<file path="src/rtl/midi_uart_tx.sv">
// midi_uart_tx: 8N1 serial MIDI transmitter fed by a valid/ready byte FIFO.
// Optional build macro MIDI_RUNNING_STATUS_EN drops channel-status bytes that repeat the running status.
module midi_uart_tx #(
  parameter int unsigned CLOCK_FREQ = 50000000,
  parameter int unsigned BAUD_RATE  = 31250,
  parameter int unsigned BYTE_WIDTH = 8,
  parameter int unsigned FIFO_DEPTH = 8
) (
  input  logic                          clock,
  input  logic                          reset_l,
  input  logic [BYTE_WIDTH-1:0]         data_in,
  input  logic                          data_valid,
  output logic                          data_ready,
  output logic                          midi_tx,
  output logic                          busy,
  output logic [$clog2(FIFO_DEPTH):0]   fifo_count
);

  localparam int unsigned BIT_TICKS = CLOCK_FREQ / BAUD_RATE;
  localparam int unsigned TICK_W    = (BIT_TICKS > 1) ? $clog2(BIT_TICKS) : 1;
  localparam int unsigned BIT_W     = (BYTE_WIDTH > 1) ? $clog2(BYTE_WIDTH) : 1;
  localparam int unsigned PTR_W     = $clog2(FIFO_DEPTH);
  localparam int unsigned CNT_W     = PTR_W + 1;

  localparam logic [TICK_W-1:0] TICK_LAST = TICK_W'(BIT_TICKS - 1);
  localparam logic [BIT_W-1:0]  BIT_LAST  = BIT_W'(BYTE_WIDTH - 1);
  localparam logic [CNT_W-1:0]  DEPTH_C   = CNT_W'(FIFO_DEPTH);

  typedef enum logic [1:0] {IDLE, START, DATA, STOP} state_t;

  logic [BYTE_WIDTH-1:0] mem [FIFO_DEPTH];
  logic [PTR_W-1:0]      wr_ptr, rd_ptr;
  logic [CNT_W-1:0]      count_q, count_next;
  logic [BYTE_WIDTH-1:0] head;
  logic                  push, pop, fifo_empty;

  state_t                state_q, state_next;
  logic [TICK_W-1:0]     tick_q, tick_next;
  logic [BIT_W-1:0]      bit_q, bit_next;
  logic [BYTE_WIDTH-1:0] shift_q, shift_next;
  logic                  tick_done, try_pop, send_ok;
  logic                  tx_q, tx_next, busy_q, ready_q;

  assign head       = mem[rd_ptr];
  assign fifo_empty = (count_q == '0);
  assign push       = data_valid && ready_q;
  assign pop        = try_pop;
  assign tick_done  = (tick_q == TICK_LAST);

  assign data_ready = ready_q;
  assign midi_tx    = tx_q;
  assign busy       = busy_q;
  assign fifo_count = count_q;

  // ---------------- byte FIFO ----------------
  always_comb begin
    count_next = count_q;
    if (push && !pop)
      count_next = count_q + CNT_W'(1);
    else if (!push && pop)
      count_next = count_q - CNT_W'(1);
  end

  always_ff @(posedge clock) begin
    if (push)
      mem[wr_ptr] <= data_in;
  end

  always_ff @(posedge clock or negedge reset_l) begin
    if (!reset_l) begin
      wr_ptr  <= '0;
      rd_ptr  <= '0;
      count_q <= '0;
    end else begin
      if (push)
        wr_ptr <= wr_ptr + PTR_W'(1);
      if (pop)
        rd_ptr <= rd_ptr + PTR_W'(1);
      count_q <= count_next;
    end
  end

  // ---------------- running status filter ----------------
`ifdef MIDI_RUNNING_STATUS_EN
  logic [7:0] last_status, head8;
  logic       is_chan, is_sys;

  assign head8   = 8'(head);
  assign is_chan = (head8 >= 8'h80) && (head8 <= 8'hEF);
  assign is_sys  = (head8 >= 8'hF0) && (head8 <= 8'hF7);
  assign send_ok = !(is_chan && (head8 == last_status));

  // A discarded byte equals last_status already, so updating on every channel pop is safe.
  always_ff @(posedge clock or negedge reset_l) begin
    if (!reset_l)
      last_status <= '0;
    else if (pop) begin
      if (is_chan)
        last_status <= head8;
      else if (is_sys)
        last_status <= '0;
    end
  end
`else
  assign send_ok = 1'b1;
`endif

  // ---------------- frame FSM ----------------
  always_comb begin
    state_next = state_q;
    tick_next  = tick_q;
    bit_next   = bit_q;
    shift_next = shift_q;
    try_pop    = 1'b0;
    tx_next    = 1'b1;

    case (state_q)
      IDLE: try_pop = !fifo_empty;
      START: begin
        if (tick_done) begin
          state_next = DATA;
          tick_next  = '0;
          bit_next   = '0;
        end else
          tick_next = tick_q + 1'b1;
      end
      DATA: begin
        if (tick_done) begin
          tick_next  = '0;
          shift_next = shift_q >> 1;
          if (bit_q == BIT_LAST)
            state_next = STOP;
          else
            bit_next = bit_q + 1'b1;
        end else
          tick_next = tick_q + 1'b1;
      end
      STOP: begin
        if (tick_done) begin
          tick_next  = '0;
          state_next = IDLE;
          try_pop    = !fifo_empty;
        end else
          tick_next = tick_q + 1'b1;
      end
      default: state_next = IDLE;
    endcase

    // A discarded pop leaves the FSM in IDLE, so the next byte is evaluated one cycle later.
    if (try_pop && send_ok) begin
      state_next = START;
      tick_next  = '0;
      shift_next = head;
    end

    case (state_next)
      START:   tx_next = 1'b0;
      DATA:    tx_next = shift_next[0];
      default: tx_next = 1'b1;
    endcase
  end

  always_ff @(posedge clock or negedge reset_l) begin
    if (!reset_l) begin
      state_q <= IDLE;
      tick_q  <= '0;
      bit_q   <= '0;
      shift_q <= '0;
      tx_q    <= 1'b1;
      busy_q  <= 1'b0;
      ready_q <= 1'b0;
    end else begin
      state_q <= state_next;
      tick_q  <= tick_next;
      bit_q   <= bit_next;
      shift_q <= shift_next;
      tx_q    <= tx_next;
      busy_q  <= (state_next != IDLE) || (count_next != '0);
      ready_q <= (count_next < DEPTH_C);
    end
  end

endmodule
</file>
<file path="config.mk">
export PLATFORM = sky130hd
export DESIGN_NAME = midi_uart_tx
export DESIGN_NICKNAME = d
export VERILOG_FILES = /design/src/rtl/midi_uart_tx.sv
export SDC_FILE = /design/constraint.sdc
export NUM_CORES = 1
export LEC_CHECK = 0
export ABC_AREA = 1
export CORE_MARGIN = 4
export CORE_UTILIZATION = 60
export DETAILED_ROUTE_END_ITERATION = 6
export PLACE_DENSITY_LB_ADDON = 0.05
export SLEW_MARGIN = 10
export SYNTH_ARGS = -nofsm -noshare
export SYNTH_HDL_FRONTEND = slang
export SYNTH_SLANG_ARGS = --single-unit
</file>
<file path="constraint.sdc">
create_clock -name clock -period 4.6 [get_ports clock]
set_clock_uncertainty 0.2 [all_clocks]
set_input_delay 1.38 -clock clock [delete_from_list [all_inputs] [get_ports clock]]
set_output_delay 1.38 -clock clock [all_outputs]
set_load 0.02 [all_outputs]
</file>
==> results of run 1 <==
[path summary, 6_finish.rpt]
path,start,to,slack (ns)
hold reg to reg,bit_q[1],bit_q[1],0.29
setup reg to reg,rd_ptr[0],shift_q[2],1.72
hold / removal,bit_q[1],bit_q[1],0.29
min in group asynchronous,reset_l,tick_q[3],0.91
setup / recovery,data_valid,mem[1][4],1.38
max in group asynchronous,reset_l,rd_ptr[1],2.76
[synth_stat cells, types with 2 or more instances]
library cell and number:
nand2_1 93, edfxtp_1 64, nor2_1 51, dfrtp_1 36, o21ai_0 35, inv_1 27, nand3_1 23, o22ai_1 16
ha_1 11, xor2_1 9, clkbuf_1 8, a21oi_1 7, o211ai_1 7, buf_2 3, inv_2 3, nand2_2 3
nand2_8 3, nor3_1 3, o21ai_1 3, nand3_4 2, nand4_1 2, nor2_4 2, o31ai_1 2, or2_2 2
[placed cells by master (no fill, tap or decap), types with 7 or more instances in the layout]
cell type and n:
nor2_1 51, o22ai_1 16, ha_1 11, dfrtp_1 36, nand2_1 93, nand3_1 23
edfxtp_1 64, xor2_1 9, o21ai_0 35, clkdlybuf4s50_1 16, inv_1 27, clkbuf_8 9
o211ai_1 7, a21oi_1 7
[stage by stage]
step | cells | total power [W]
3_3_place_gp | 535 | 0.001502
2_1_floorplan | 432 | 0.001375
5_1_grt | 551 | 0.002126
3_5_place_dp | 535 | 0.001506
4_1_cts | 551 | 0.002037
6_report | 551 | 0.002021
[area by class of cell]
class	count	area share, %
Sequential cell	101	56.88
Clock buffer	9	2.473
Multi-Input combinational cell	286	31.08
Inverter	32	2.423
Tap cell	99	2.473
Clock inverter	7	1.374
Timing Repair Buffer	17	3.298
[logic make-up after synthesis]
group	share of synthesized area, %
buffers and inverters	3.876
DFF	62.16
xor gates and xnor gates	1.720
and+or+nand+nor	19.41
AOI/OAI and AO/OA	9.828
adders and majority gates	3.003
[sequential cells by signal, summed over array words and instances, names as in the netlist]
register	count
rd_ptr	3
shift_q	8
bit_q	3
busy	1
mem	64
tick_q	11
midi_tx	1
wr_ptr	3
state_q	2
data_ready	1
fifo_count	4
[worst max-delay path: stages]
cell and delay (ns):
clkdlybuf4s50_1 0.46, nand2_1 0.16, inv_1 0.27, nand2_1 0.20, nor2_1 0.55
[where the power goes]
group	switching, W	total (W)	internal [W]
clock network	0.000326	0.000537	0.000211
registers	0.0000549	0.00113	0.00108
logic	0.000225	0.000353	0.000127
[metal layers]
layer  vias up  track usage (%)  wire [µm]
li1       1513                -          -
met3        15            5.525        656
met5         -                0          0
met4         0            5.450        121
met2        97            35.39       4324
met1      1467            29.56       3949
==> metrics.cfg, run 1 <==
[clocking]
worstSkewPairLatency_ns = 0.36
cts_tree = done
clk_path_buf_depth = 2
cts_hold_buf = 0
cts_setup_buffers = 0
cts_buffers = 9
clkTransAtPathRegs_ns = 0.10
cts-htree-levels = 3
clock_sink_count = 101
root_buffer = clkbuf_8
cts.repair.resized = 0

[placed_design]
post_dp_cell_area_um2 = 4816
detailed_place_hpwl_um = 6352
io_buffers = 17
place_ws_ns = 0.9925
place.gp.congestion = 0.8868

[run]
drv_cap = 0

[sta]
min_period_over_period_pct = 69.89
worst_pin_slew_ns = 0.9941
fin_crit_ns = 3.215
worst_hold_slack_ns = 0.2942
fmax_mhz = 311.0
hold_viol = 0
setup_viol = 0
slew_headroom_pct = 33.66
drv_slew = 0
setup_tns_ns = 0
worst_slack_ns = 1.385
rsz0062_at_grt = no

[yosys]
ys.flop_type = edfxtp_1
syn_avg_cell_area_um2 = 10.61
ys_ff_latch = 101
synth_area_leader_cell = edfxtp_1
yosysSeqAreaShare_pct = 62.16
synthTopCellsByArea = edfxtp_1 (42%), dfrtp_1 (20%), nand2_1 (7.6%)
ys.warnings.count = 0
synth-edff-count = 64
synth_cells = 432
syn_nets = 454
synthesis.area_um2 = 4583
synth.distinct_cells = 41
yosysTopAreaCellShare_pct = 41.93
ys_async_sr_fraction_pct = 36.63

[drt]
vias = 3092
first_pass_iters = 5
final_antenna_net_count = 0
viasPerCell = 5.612
drt-total-wl_um = 9051
drt_first_iter_violations = 243
avgRoutedWirePerCell_um = 16.43
drcViolationCount = 0

[setup_path]
start_kind = input pin
reg2reg_depth = 7
critical_path_class = in2reg
cp_max_fo = 8
end_kind = flip-flop
cp_data_required_time_ns = 4.41
arrival_ns = 3.02

[finish]
stdcell_area_um2 = 5009
final.fill_count = 562
multiInputGateArea_um2 = 1556
final_util_pct = 68.32
nNetsFinal = 469
layout-drive-gt1-share_pct = 8.628
syn_to_final_growth_pct = 9.282
num_antenna_cells = 0
seq_area_um2 = 2849

[status]
status = finished clean

[pwr]
ir_worst_vdd_mv = 0.3191
leakagePower_nw = 1.977
powerDensity_nw_per_um2 = 403.5

[die]
core-area_um2 = 7331
initial_core_util_pct = 62.52
die_area_um2 = 9101
die_w_um = 95.40
pin_count = 18
die_h_um = 95.40
num_rows = 31

[global_route]
antenna_found_initial = 0
grt_pass1_vias = 3001
gr-total-overflow = 0
grt_pass1_wl_um = 14720
grt_max_degree = 38
track_usage_pct = 21.77

[hold_path]
hold_class = reg2reg
whs_path_depth = 2

Note: power is estimated with default switching activity, not from simulation.
==> inputs of run 2 (changes only) <==
CORE_UTILIZATION = 54   (was 60)
clock period = 2.9 ns   (was 4.6 ns; I/O delays follow)
==> metrics.cfg, run 2 (synthesis gave the netlist of run 1 again) <==
[pwr]
power.switching_w = 0.0009648
pwr-share-clk_pct = 28.0
swShare_pct = 29.03
powerDensity_nw_per_um2 = 646.1
internal_power_w = 0.002359
ir_worst_vdd_mv = 0.5346
power_w = 0.003323
combinationalPowerShare_pct = 17.7
power_frac_seq_pct = 54.3
leakagePower_nw = 2.063

[clocking]
cts.repair.resized = 0
cts_tree = done
cts-htree-levels = 3
clkTransAtPathRegs_ns = 0.10
cts_hold_buf = 0
cts_setup_buffers = 0
cts_buffers = 9
worstSkewPairLatency_ns = 0.37
root_buffer = clkbuf_8
clock_sink_count = 101
clk_path_buf_depth = 2

[finish]
syn_to_final_growth_pct = 12.23
seq_area_um2 = 2849
layout-drive-gt1-share_pct = 11.37
final_util_pct = 62.60
top_regs = mem x64, tick_q x11, shift_q x8
num_antenna_cells = 0
final_common_cell = nand2_1
top_register = mem
largest_register_ffs = 64
nNetsFinal = 483
multiInputGateArea_um2 = 1556
final.fill_count = 676
mostFrequentLayoutCells = nand2_1 (93), edfxtp_1 (64), nor2_1 (51)

[setup_path]
critical_path_class = reg2out
cp_max_fo = 7
cpPeakStageDelay_ns = 0.66
cp_data_required_time_ns = 1.83
path_cells = clkdlybuf4s50_1
reg2reg_from = fifo_count[0]
worstReg2RegEnd = busy
crit_buf_inv = 1
start_kind = flip-flop
arrival_ns = 1.53
slowest_stage = clkdlybuf4s50_1
end_kind = output pin
worst_path_dominant_cell_family = buffers and inverters
reg2reg_depth = 12
reg2reg_slack_ns = 0.72

[die]
die_h_um = 100.1
initial_core_util_pct = 55.78
die_w_um = 100.1
pin_count = 18
core-area_um2 = 8217
die_area_um2 = 10030
num_rows = 33

[placed_design]
place.gp.congestion = 0.8339
io_buffers = 17
place_ws_ns = 0.2246
detailed_place_hpwl_um = 6763

[drt]
viasPerCell = 5.403
drcViolationCount = 0
avgRoutedWirePerCell_um = 16.46
final_antenna_net_count = 0
vias = 3085
drt-total-wl_um = 9397
first_pass_iters = 4
drt_first_iter_violations = 234

[sta]
worst_pin_slew_ns = 0.8344
fin_crit_ns = 2.600
drv_slew = 0
min_period_over_period_pct = 89.66
rsz0062_at_grt = no
setup_tns_ns = 0
fmax_mhz = 384.6
hold_viol = 0
slew_headroom_pct = 44.31
worst_slack_ns = 0.2998
setup_viol = 0

[global_route]
grt_pass1_vias = 2920
grt_max_degree = 34
grt_pass1_wl_um = 15240
antenna_found_initial = 0
track_usage_pct = 20.24
gr-total-overflow = 0

[run]
drv_cap = 0

[hold_path]
hold_class = in2async

[status]
status = finished clean

## run 2: worst max path at each step
| stage | start | to | slack, ns | cells after the start |
|---|---|---|---|---|
| after detailed placement | data_valid | mem[4][2] | 0.22 | 5 |
| after global routing | fifo_count[2] | fifo_count[2] | 0.22 | 1 |
| after CTS | fifo_count[2] | fifo_count[2] | 0.28 | 1 |
| after floorplan | data_valid | mem[5][0] | 0.56 | 4 |
| final | fifo_count[2] | fifo_count[2] | 0.30 | 1 |
| after global placement | data_valid | mem[0][1] | 0.26 | 5 |
## run 2: cell type report
class	count	area share, %
sequential	101	55.39
multi-input combinational	286	30.26
timing repair buffer	31	5.254
tap	105	2.554
clock buffer	9	2.408
inverter	32	2.360
clock inverter	7	1.776
## run 2: through the flow
| step | instance area (µm²) | instances | hold WS [ns] |
|---|---|---|---|
| after floorplan | 4583 | 432 | 0.2459 |
| after global placement | 4928 | 555 | 0.2628 |
| after detailed placement | 4928 | 555 | 0.2740 |
| after CTS | 5144 | 571 | 0.2997 |
| after global routing | 5144 | 571 | 0.3298 |
| final | 5144 | 571 | 0.2955 |
## run 2: power by group through the flow
stage                     sequential (W)  combinational [W]  clock [W]
after floorplan                  0.00184           0.000345          0
after global placement           0.00183           0.000589          0
after detailed placement         0.00183           0.000591          0
after CTS                        0.00180           0.000596   0.000965
after global routing             0.00182           0.000672    0.00101
final                            0.00180           0.000588   0.000932
## run 2: metal layers
metal / GRT usage [%] / wire, µm / share of wire [%]
met3: 4.239 / 519 / 5.5
met1: 28.93 / 4300 / 46
met2: 31.40 / 4480 / 48
met5: 0 / 0 / 0
met4: 6.218 / 97 / 1.0
